--- config.mk ---
export PLATFORM = sky130hd
export DESIGN_NAME = cla_add_sequencer
export DESIGN_NICKNAME = d
export VERILOG_FILES = /design/src/rtl/cla_add_sequencer.sv
export SDC_FILE = /design/constraint.sdc
export NUM_CORES = 1
export LEC_CHECK = 0
export ABC_AREA = 0
export BUFFER_PORTS_ARGS = -buffer_cell sky130_fd_sc_hd__buf_2
export CELL_PAD_IN_SITES_DETAIL_PLACEMENT = 1
export CELL_PAD_IN_SITES_GLOBAL_PLACEMENT = 1
export CORE_MARGIN = 10
export CORE_UTILIZATION = 35
export CTS_CLUSTER_DIAMETER = 50
export DETAILED_ROUTE_END_ITERATION = 12
export PLACE_DENSITY_LB_ADDON = 0.3
export SETUP_SLACK_MARGIN = 0.05
export SYNTH_ARGS = -nofsm -noshare
export SYNTH_HDL_FRONTEND = slang
export SYNTH_SLANG_ARGS = --single-unit
--- constraint.sdc ---
create_clock -name clk -period 1.45 [get_ports clk]
set_clock_uncertainty 0.1 [all_clocks]
set_input_delay 0.145 -clock clk [delete_from_list [all_inputs] [get_ports clk]]
set_output_delay 0.145 -clock clk [all_outputs]
set_load 0.01 [all_outputs]
--- src/rtl/cla_add_sequencer.sv ---
// Drives a 4-bit adder over an en/ready handshake to add two WIDTH-bit operands,
// one nibble at a time LSB-first, chaining the carry between nibble operations.
module cla_add_sequencer #(
  parameter int NIBBLES = 2,
  parameter int TIMEOUT = 15,
  localparam int WIDTH = 4 * NIBBLES
) (
  input  logic             clk,
  input  logic             rst_n,
  input  logic             start,
  input  logic [WIDTH-1:0] op_a,
  input  logic [WIDTH-1:0] op_b,
  input  logic             carry_in,
  output logic             busy,
  output logic             done,
  output logic [WIDTH-1:0] sum,
  output logic             carry_out,
  output logic             zero,
  output logic             error,
  output logic             add_en,
  output logic [3:0]       add_a,
  output logic [3:0]       add_b,
  output logic             add_c_in,
  input  logic             add_ready,
  input  logic [3:0]       add_out,
  input  logic             add_c_out,
  output logic [1:0]       dbg_state
);

  localparam int IW = (NIBBLES > 1) ? $clog2(NIBBLES) : 1;
  localparam int TW = $clog2(TIMEOUT) + 1;
  localparam logic [IW-1:0] LAST_IDX = IW'(NIBBLES - 1);
  localparam logic [TW-1:0] TMO_LAST = TW'(TIMEOUT - 1);

  // Handshake: add_en is a one-cycle pulse in ISSUE; add_a/add_b/add_c_in stay stable
  // from that pulse until add_ready is seen in WAIT. add_ready outside WAIT is ignored.
  typedef enum logic [1:0] {
    S_IDLE  = 2'd0,
    S_ISSUE = 2'd1,
    S_WAIT  = 2'd2,
    S_DONE  = 2'd3
  } state_t;

  state_t           r_state;
  state_t           w_next;
  logic [WIDTH-1:0] r_a;
  logic [WIDTH-1:0] r_b;
  logic [WIDTH-1:0] r_acc;
  logic [IW-1:0]    r_idx;
  logic [TW-1:0]    r_timer;
  logic             r_carry;
  logic [WIDTH-1:0] r_sum;
  logic             r_cout;
  logic             r_zero;
  logic             r_err;

  logic             w_accept;
  logic             w_take;
  logic             w_last;
  logic             w_finish;
  logic             w_tick;
  logic             w_to;
  logic [WIDTH-1:0] w_acc_next;

  assign w_last = (r_idx == LAST_IDX);

  always_comb begin
    w_next     = r_state;
    w_accept   = 1'b0;
    w_take     = 1'b0;
    w_finish   = 1'b0;
    w_tick     = 1'b0;
    w_to       = 1'b0;
    w_acc_next = r_acc;
    w_acc_next[4*r_idx +: 4] = add_out;
    case (r_state)
      S_IDLE: begin
        if (start) begin
          w_accept = 1'b1;
          w_next   = S_ISSUE;
        end
      end
      S_ISSUE: w_next = S_WAIT;
      S_WAIT: begin
        if (add_ready) begin
          w_take   = 1'b1;
          w_finish = w_last;
          w_next   = w_last ? S_DONE : S_ISSUE;
        end else if (r_timer == TMO_LAST) begin
          w_to   = 1'b1;
          w_next = S_DONE;
        end else begin
          w_tick = 1'b1;
        end
      end
      S_DONE:  w_next = S_IDLE;
      default: w_next = S_IDLE;
    endcase
  end

  always_ff @(posedge clk or negedge rst_n) begin
    if (!rst_n) r_state <= S_IDLE;
    else        r_state <= w_next;
  end

  always_ff @(posedge clk or negedge rst_n) begin
    if (!rst_n) begin
      r_a     <= '0;
      r_b     <= '0;
      r_acc   <= '0;
      r_idx   <= '0;
      r_timer <= '0;
      r_carry <= 1'b0;
      r_sum   <= '0;
      r_cout  <= 1'b0;
      r_zero  <= 1'b0;
      r_err   <= 1'b0;
    end else begin
      if (w_accept) begin
        r_a     <= op_a;
        r_b     <= op_b;
        r_carry <= carry_in;
        r_idx   <= '0;
        r_acc   <= '0;
        r_err   <= 1'b0;
      end
      if (r_state == S_ISSUE) r_timer <= '0;
      if (w_tick) r_timer <= r_timer + 1'b1;
      if (w_take) begin
        r_acc   <= w_acc_next;
        r_carry <= add_c_out;
        if (!w_last) r_idx <= r_idx + 1'b1;
      end
      // Visible results change only on entry to DONE, so they line up with the done pulse.
      if (w_finish) begin
        r_sum  <= w_acc_next;
        r_cout <= add_c_out;
        r_zero <= (w_acc_next == '0);
      end
      if (w_to) begin
        r_sum  <= '0;
        r_cout <= 1'b0;
        r_zero <= 1'b0;
        r_err  <= 1'b1;
      end
    end
  end

  assign busy      = (r_state != S_IDLE);
  assign done      = (r_state == S_DONE);
  assign add_en    = (r_state == S_ISSUE);
  assign add_a     = r_a[4*r_idx +: 4];
  assign add_b     = r_b[4*r_idx +: 4];
  assign add_c_in  = r_carry;
  assign sum       = r_sum;
  assign carry_out = r_cout;
  assign zero      = r_zero;
  assign error     = r_err;
  assign dbg_state = r_state;

endmodule

Word level (Yosys, flattened, before mapping)
Cells that the tools add are included.
Widths: inputs -> output; s select.
{ "totals": {"regBits": 44, "word_cells": 67, "out_inout_bits": 25, "input_bits": 26} }
{ "classes": {"shifts": 4, "n_reduce_logical": 8, "n_eq_ne": 6, "add_sub_neg": 3, "muxes": 35} }
{ "op_table": {"columns": ["op", "n"], "rows": [
  ["$neg 3->34", 1],
  ["$shift 4x34->8 const A", 1],
  ["$shiftx 4x34->8", 1],
  ["$mux 8", 4],
  ["$mux 1", 23],
  ["$shiftx 8x4->4", 2],
  ["$mux 5", 2],
  ["$reduce_bool 2->1", 5],
  ["$bwmux 8", 1],
  ["$logic_not 8->1", 1],
  ["$mux 2", 4],
  ["$pmux 2 s4", 1],
  ["$add 5x1->5 const B", 1],
  ["$eq 5x4->1 const B", 1],
  ["$eq 2x2->1 const B", 2],
  ["$ne 3x3->1 const B", 1],
  ["$eq 2x1->1 const B", 1],
  ["$logic_not 2->1", 1],
  ["$ne 2x2->1 const B", 1],
  ["$reduce_and 2->1", 1],
  ["$add 1x1->1 const B", 1]
]} }

Depth between registers and ports, before layout
{ "depth": {"ltp_word": 6, "ltp_mapped": 6, "depth_no_buf": 5} }

Worst setup path after synthesis
Ideal clock, no wire load.
{ "synth_path": {"path_type": "register to register", "start": "reg r_state[0] (netlist: dbg_state[0])", "end": "reg r_cout (netlist: carry_out)", "n_path_buf": 2, "setup_slack_ps": -206, "path_stages_with_launch": 6, "period_less_slack_ps": 1656, "arrival_time_ps": 1435, "path_cell_list": "dfrtp_1 buf_6 or3b_4 o21ba_1 buf_6 a22o_1"} }
{ "synth_between": {"elab_chain_len": 3, "word_cells_on_any_way": 5, "classes_between": "eq/ne (1); mux (3); reduce/logical (1)"} }
{ "synth_rtl": {"columns": ["element", "line_no", "rtl"], "rows": [
  ["start, declared", "44", "state_t r_state;"],
  ["start signal, assigned", "103", "else r_state <= w_next;"],
  ["$eq 2x2->1 (*)", "76", "case (r_state)"],
  ["$mux 1", "76", null],
  ["$mux 1 / $reduce_bool 2->1 (equally long branches)", null, null],
  ["end signal, assigned", "137", "r_cout <= add_c_out;"],
  ["end, declared", "53", "logic r_cout;"]
]} }
Every way passes the cells marked *; elsewhere a longest branch is shown, timed or not.
A chain may end at the register's enable or synchronous reset.

Worst setup path in the final report
{ "layout_path": {"start": "reg r_state[1] (netlist: dbg_state[1])", "end": "reg r_acc[0]"} }
{ "layout_between": {"elab_chain_len": 3, "word_cells_on_any_way": 6, "classes_between": "eq/ne (1); mux (3); reduce/logical (2)"} }
{ "layout_rtl": {"columns": ["element", "line_no", "rtl"], "rows": [
  ["$eq 2x2->1 / $logic_not 2->1 (equally long branches)", "76", null],
  ["$mux 1", "76", null],
  ["$mux 8 / $reduce_bool 2->1 (equally long branches)", null, null],
  ["end signal, assigned", "130", "r_acc <= w_acc_next;"],
  ["end, declared", "48", "logic [WIDTH-1:0] r_acc;"]
]} }
Parallel ways exist; a longest one is shown, timed or not.

==> impl_summary.md <==
Floorplanning
The floorplan step defined a die boundary enclosing around 8300 sq um. The chip height is just over 90 um. The effective utilization at floorplan is roughly 37%.

The top-level port count is ~50. In this run the standard cell core region covers 4820 sq um. In this run the core area contains 25 standard-cell rows.

The horizontal extent of the die is 91.3 um.

Final layout
The diode insertion count for antenna repair is 0. The post-route netlist has roughly 49% of its cells at a drive strength greater than 1. The number of nets in the layout is about 290. Compared with the post-synthesis result, the final layout area differs by 66.2%. After filler insertion, the fill cell instance count of the layout stands at 530. The post-route cell area is between 2000 and 3000 sq um.

Placed design
Summing all placed instances gives a cell area of roughly 2200 sq um. The count of buffers added on input and output ports is 50. At the placement stage, the worst setup path has a slack of -0.0731 ns. The congestion estimate from routability-driven global placement came to approximately 0.7. Detailed placement finished with a half-perimeter wire length of 3.61 mm.

Route
The average wire per standard cell is between 15 and 20 um. The routed design has around 5.9 mm of wire. The number of nets with antenna violations after routing is 0. In the routed layout, each cell is associated on average with a via count of about 4.9. The routed layout has approximately 1.6k vias.

After the first detailed-routing iteration, the DRC count stood at 42. The number of remaining DRC errors is 0. The number of search-and-repair iterations in the first detailed-routing pass is 5.

Clocking
CTS built an H-tree with a depth of 2. The TritonCTS sink count is 40. Clock-pin slew was measured on the worst setup and hold paths at around 0.090 ns. The later pin in the worst-skew pair is clocked with a latency of around 0.29 ns.

The number of CTS-inserted buffers is 5. In this run the deepest clock path goes through 2 buffers. The tree is rooted in a sky130_fd_sc_hd__clkbuf_8. The TritonCTS clock tree is built.

GRT
Entering global routing, the biggest net connects 27 pins. The global-route congestion overflow total is 0. The number of global-route vias before repair is 1866.

The wire length of the first global-routing pass is 9.50 mm. The number of antenna violations at the first check in global routing is 0. The aggregate global-route resource usage is about 14%.

Worst setup path
The number of buffers and inverters on the critical path is 1. The arrival time at the worst endpoint is ~1.7 ns. The critical path in this run is classified as flip-flop to flip-flop.

STA classifies the critical path startpoint as a flip-flop. The required time of the critical path is ~1.5 ns. The critical path's top delay family is compound AO/OA/AOI/OAI gates.

For this design, the slowest cell found on the critical path is sky130_fd_sc_hd__or3b_4. The total number of cells along the worst setup path is 4. The highest net fanout along the worst path is 4.

Measured in cells, the most critical reg-to-reg path has a length of 4. STA classifies the critical path endpoint as a flip-flop. Walking the worst path, the cells encountered are buf_6 > or3b_4 > a21o_4 > a22o_1.

The largest stage delay on the critical path is a little over 0.4 ns.

STA
The number of hold-slack violations in the final timing report is 0. The worst pin sits at a relative slew slack of between 70 and 80%. After layout, the worst setup slack is -0.123 ns. At the pin with the least slew margin, the transition time is slightly below 0.4 ns.

The number of max-slew violations in the final report was 0. Setup repair after global routing could not meet its margin everywhere. Setup violations remaining at the end of the flow were counted as 38. Static timing analysis puts the maximum clock frequency at 636 MHz. The time the final worst path needs with I/O delays and setup is 1.57 ns. Dividing the final minimum period by the clock period gives 108%.

Hold path
Along the worst hold path, the cell count comes to 2. The classification of the worst-slack hold path is input pin to flip-flop.

Logic synthesis
The distinct cell type count after synthesis is 34. Counting every instance in the synthesized netlist gives 167. The library cell occupying the most area in the post-synthesis netlist is sky130_fd_sc_hd__dfrtp_1. In the synthesized netlist the async set-or-reset flop fraction comes to 100%.

Averaged over all synthesized cells, the footprint is 10.7 sq um. The number of enable-type register cells in the synthesized netlist is 0. The post-synthesis sequential element count is 40. The top cell type by area accounts for approximately 56% of the synthesized area.

Counting every net in the synthesized netlist gives about 200. In the synthesized netlist, the cells that appear most often are sky130_fd_sc_hd__nand2_1, sky130_fd_sc_hd__dfrtp_1, sky130_fd_sc_hd__a22o_1. The most used flip-flop cell after synthesis is sky130_fd_sc_hd__dfrtp_1. Sequential elements use between 50% and 60% of the synthesized area.

The most frequent cell after synthesis is sky130_fd_sc_hd__nand2_1. After synthesis, the cell types taking the most area are sky130_fd_sc_hd__dfrtp_1, sky130_fd_sc_hd__nand2_1, sky130_fd_sc_hd__a22o_1. The synthesized netlist occupies a cell area of 1780 sq um.

The synthesis warning total is 0.

Pwr
The largest voltage drop on the vdd net is 865 uV. The analysis attributes to cell leakage a power of between 1.5 and 2 nW. Power spread over the standard cell area amounts to 2020 nW/um^2.

Status
The checks that failed: negative setup slack. The flow ran to the end, but the final reports show violations.

Run
Max-cap violations in this run came to 0.
-- path summary, 6_finish.rpt --
path / start / end / slack [ns]
worst max-delay path: dbg_state[1] / r_acc[0] / -0.12
worst min-delay path: add_out[1] / sum[5] / 0.01
worst max register to register: dbg_state[1] / r_acc[0] / -0.12
worst min register to register: r_b[3] / r_b[3] / 0.39
max in group asynchronous: rst_n / r_timer[1] / 0.58
min in group asynchronous: rst_n / carry_out / 0.20
-- state kept, by name, summed over array words and instances (netlist names) --
register,flops
r_idx,1
dbg_state,2
r_b,8
carry_out,1
r_acc,4
error,1
sum,8
zero,1
r_a,8
add_c_in,1
r_timer,5
-- what timing repair did --
action,4_1_cts,5_1_grt
hold buffers,21,0
gates cloned,4,0
pin swaps,25,8
hold endpoints to repair,37,0
setup endpoints to repair,49,50
resized for setup,51,23
buffers inserted,5,3
-- logic make-up after synthesis --
family	after synthesis	synth area share, %
buffers and inverters	11	3.93
AND/OR/NAND/NOR	78	20.2
multiplexers	12	7.31
XOR/XNOR	1	0.492
AO/OA/AOI/OAI	23	10.5
flip-flops	40	56.2
adder cells (fa/ha/maj)	2	1.41
-- layer usage --
metal,vias up,track usage (%),part of all wire [%]
li1,763,-,-
met1,819,15.5,43
met2,41,24.8,50
met3,6,5.10,5.5
met4,0,3.13,1.0
met5,-,0,0
-- cell type report --
type	instances	area (sq um)	area share [%]
flip-flops and latches	40	1000	33.9
clock buffers	5	68.8	2.33
well taps	67	83.8	2.83
clock inverters	3	47.5	1.61
repair buffers	99	852	28.8
inverters	2	7.51	0.254
multi-input cells	116	897	30.3
-- power breakdown --
group / internal [W] / switching [W]
Clock: 0.000519 / 0.000418
Sequential: 0.00158 / 0.000375
Combinational: 0.00176 / 0.00131
Total: 0.00386 / 0.00211
-- placed cells by master (no fill, tap or decap), types with 2 or more instances in the layout --
cell                            netlist  routed
sky130_fd_sc_hd__or3b_4               1       2
sky130_fd_sc_hd__nand2_1             55      39
sky130_fd_sc_hd__a22o_1              13      13
sky130_fd_sc_hd__mux2_4               0       8
sky130_fd_sc_hd__nor2_1               4       2
sky130_fd_sc_hd__mux2i_1              4       4
sky130_fd_sc_hd__buf_16               0       2
sky130_fd_sc_hd__buf_2                5      40
sky130_fd_sc_hd__nand2_2              0       9
sky130_fd_sc_hd__inv_1                2       2
sky130_fd_sc_hd__a21o_1               3       2
sky130_fd_sc_hd__buf_4                0      14
sky130_fd_sc_hd__ha_2                 0       2
sky130_fd_sc_hd__nand3_2              0       2
sky130_fd_sc_hd__nand2_4              0       7
sky130_fd_sc_hd__dfrtp_1             40      39
sky130_fd_sc_hd__clkbuf_8             0       5
sky130_fd_sc_hd__nand3_1              4       2
sky130_fd_sc_hd__nor4_1               2       2
sky130_fd_sc_hd__dlygate4sd3_1        0      21
sky130_fd_sc_hd__clkinv_4             0       2
sky130_fd_sc_hd__buf_6                3      19
sky130_fd_sc_hd__nand2b_4             0       2
-- stage by stage --
step	std cells	power [W]	hold slack [ns]	utilization, %	setup TNS (ns)
2_1_floorplan	167	0.00306	-0.251	-	-3.18
3_3_place_gp	291	0.00381	-0.0142	45.5	-0.0665
3_5_place_dp	291	0.00390	-0.0132	45.5	-1.38
4_1_cts	329	0.00579	0.00757	59.0	-3.16
5_1_grt	332	0.00636	0.0232	61.4	-5.26
6_report	332	0.00597	0.0135	61.4	-3.32
Note: power is estimated with default switching activity, not from simulation.
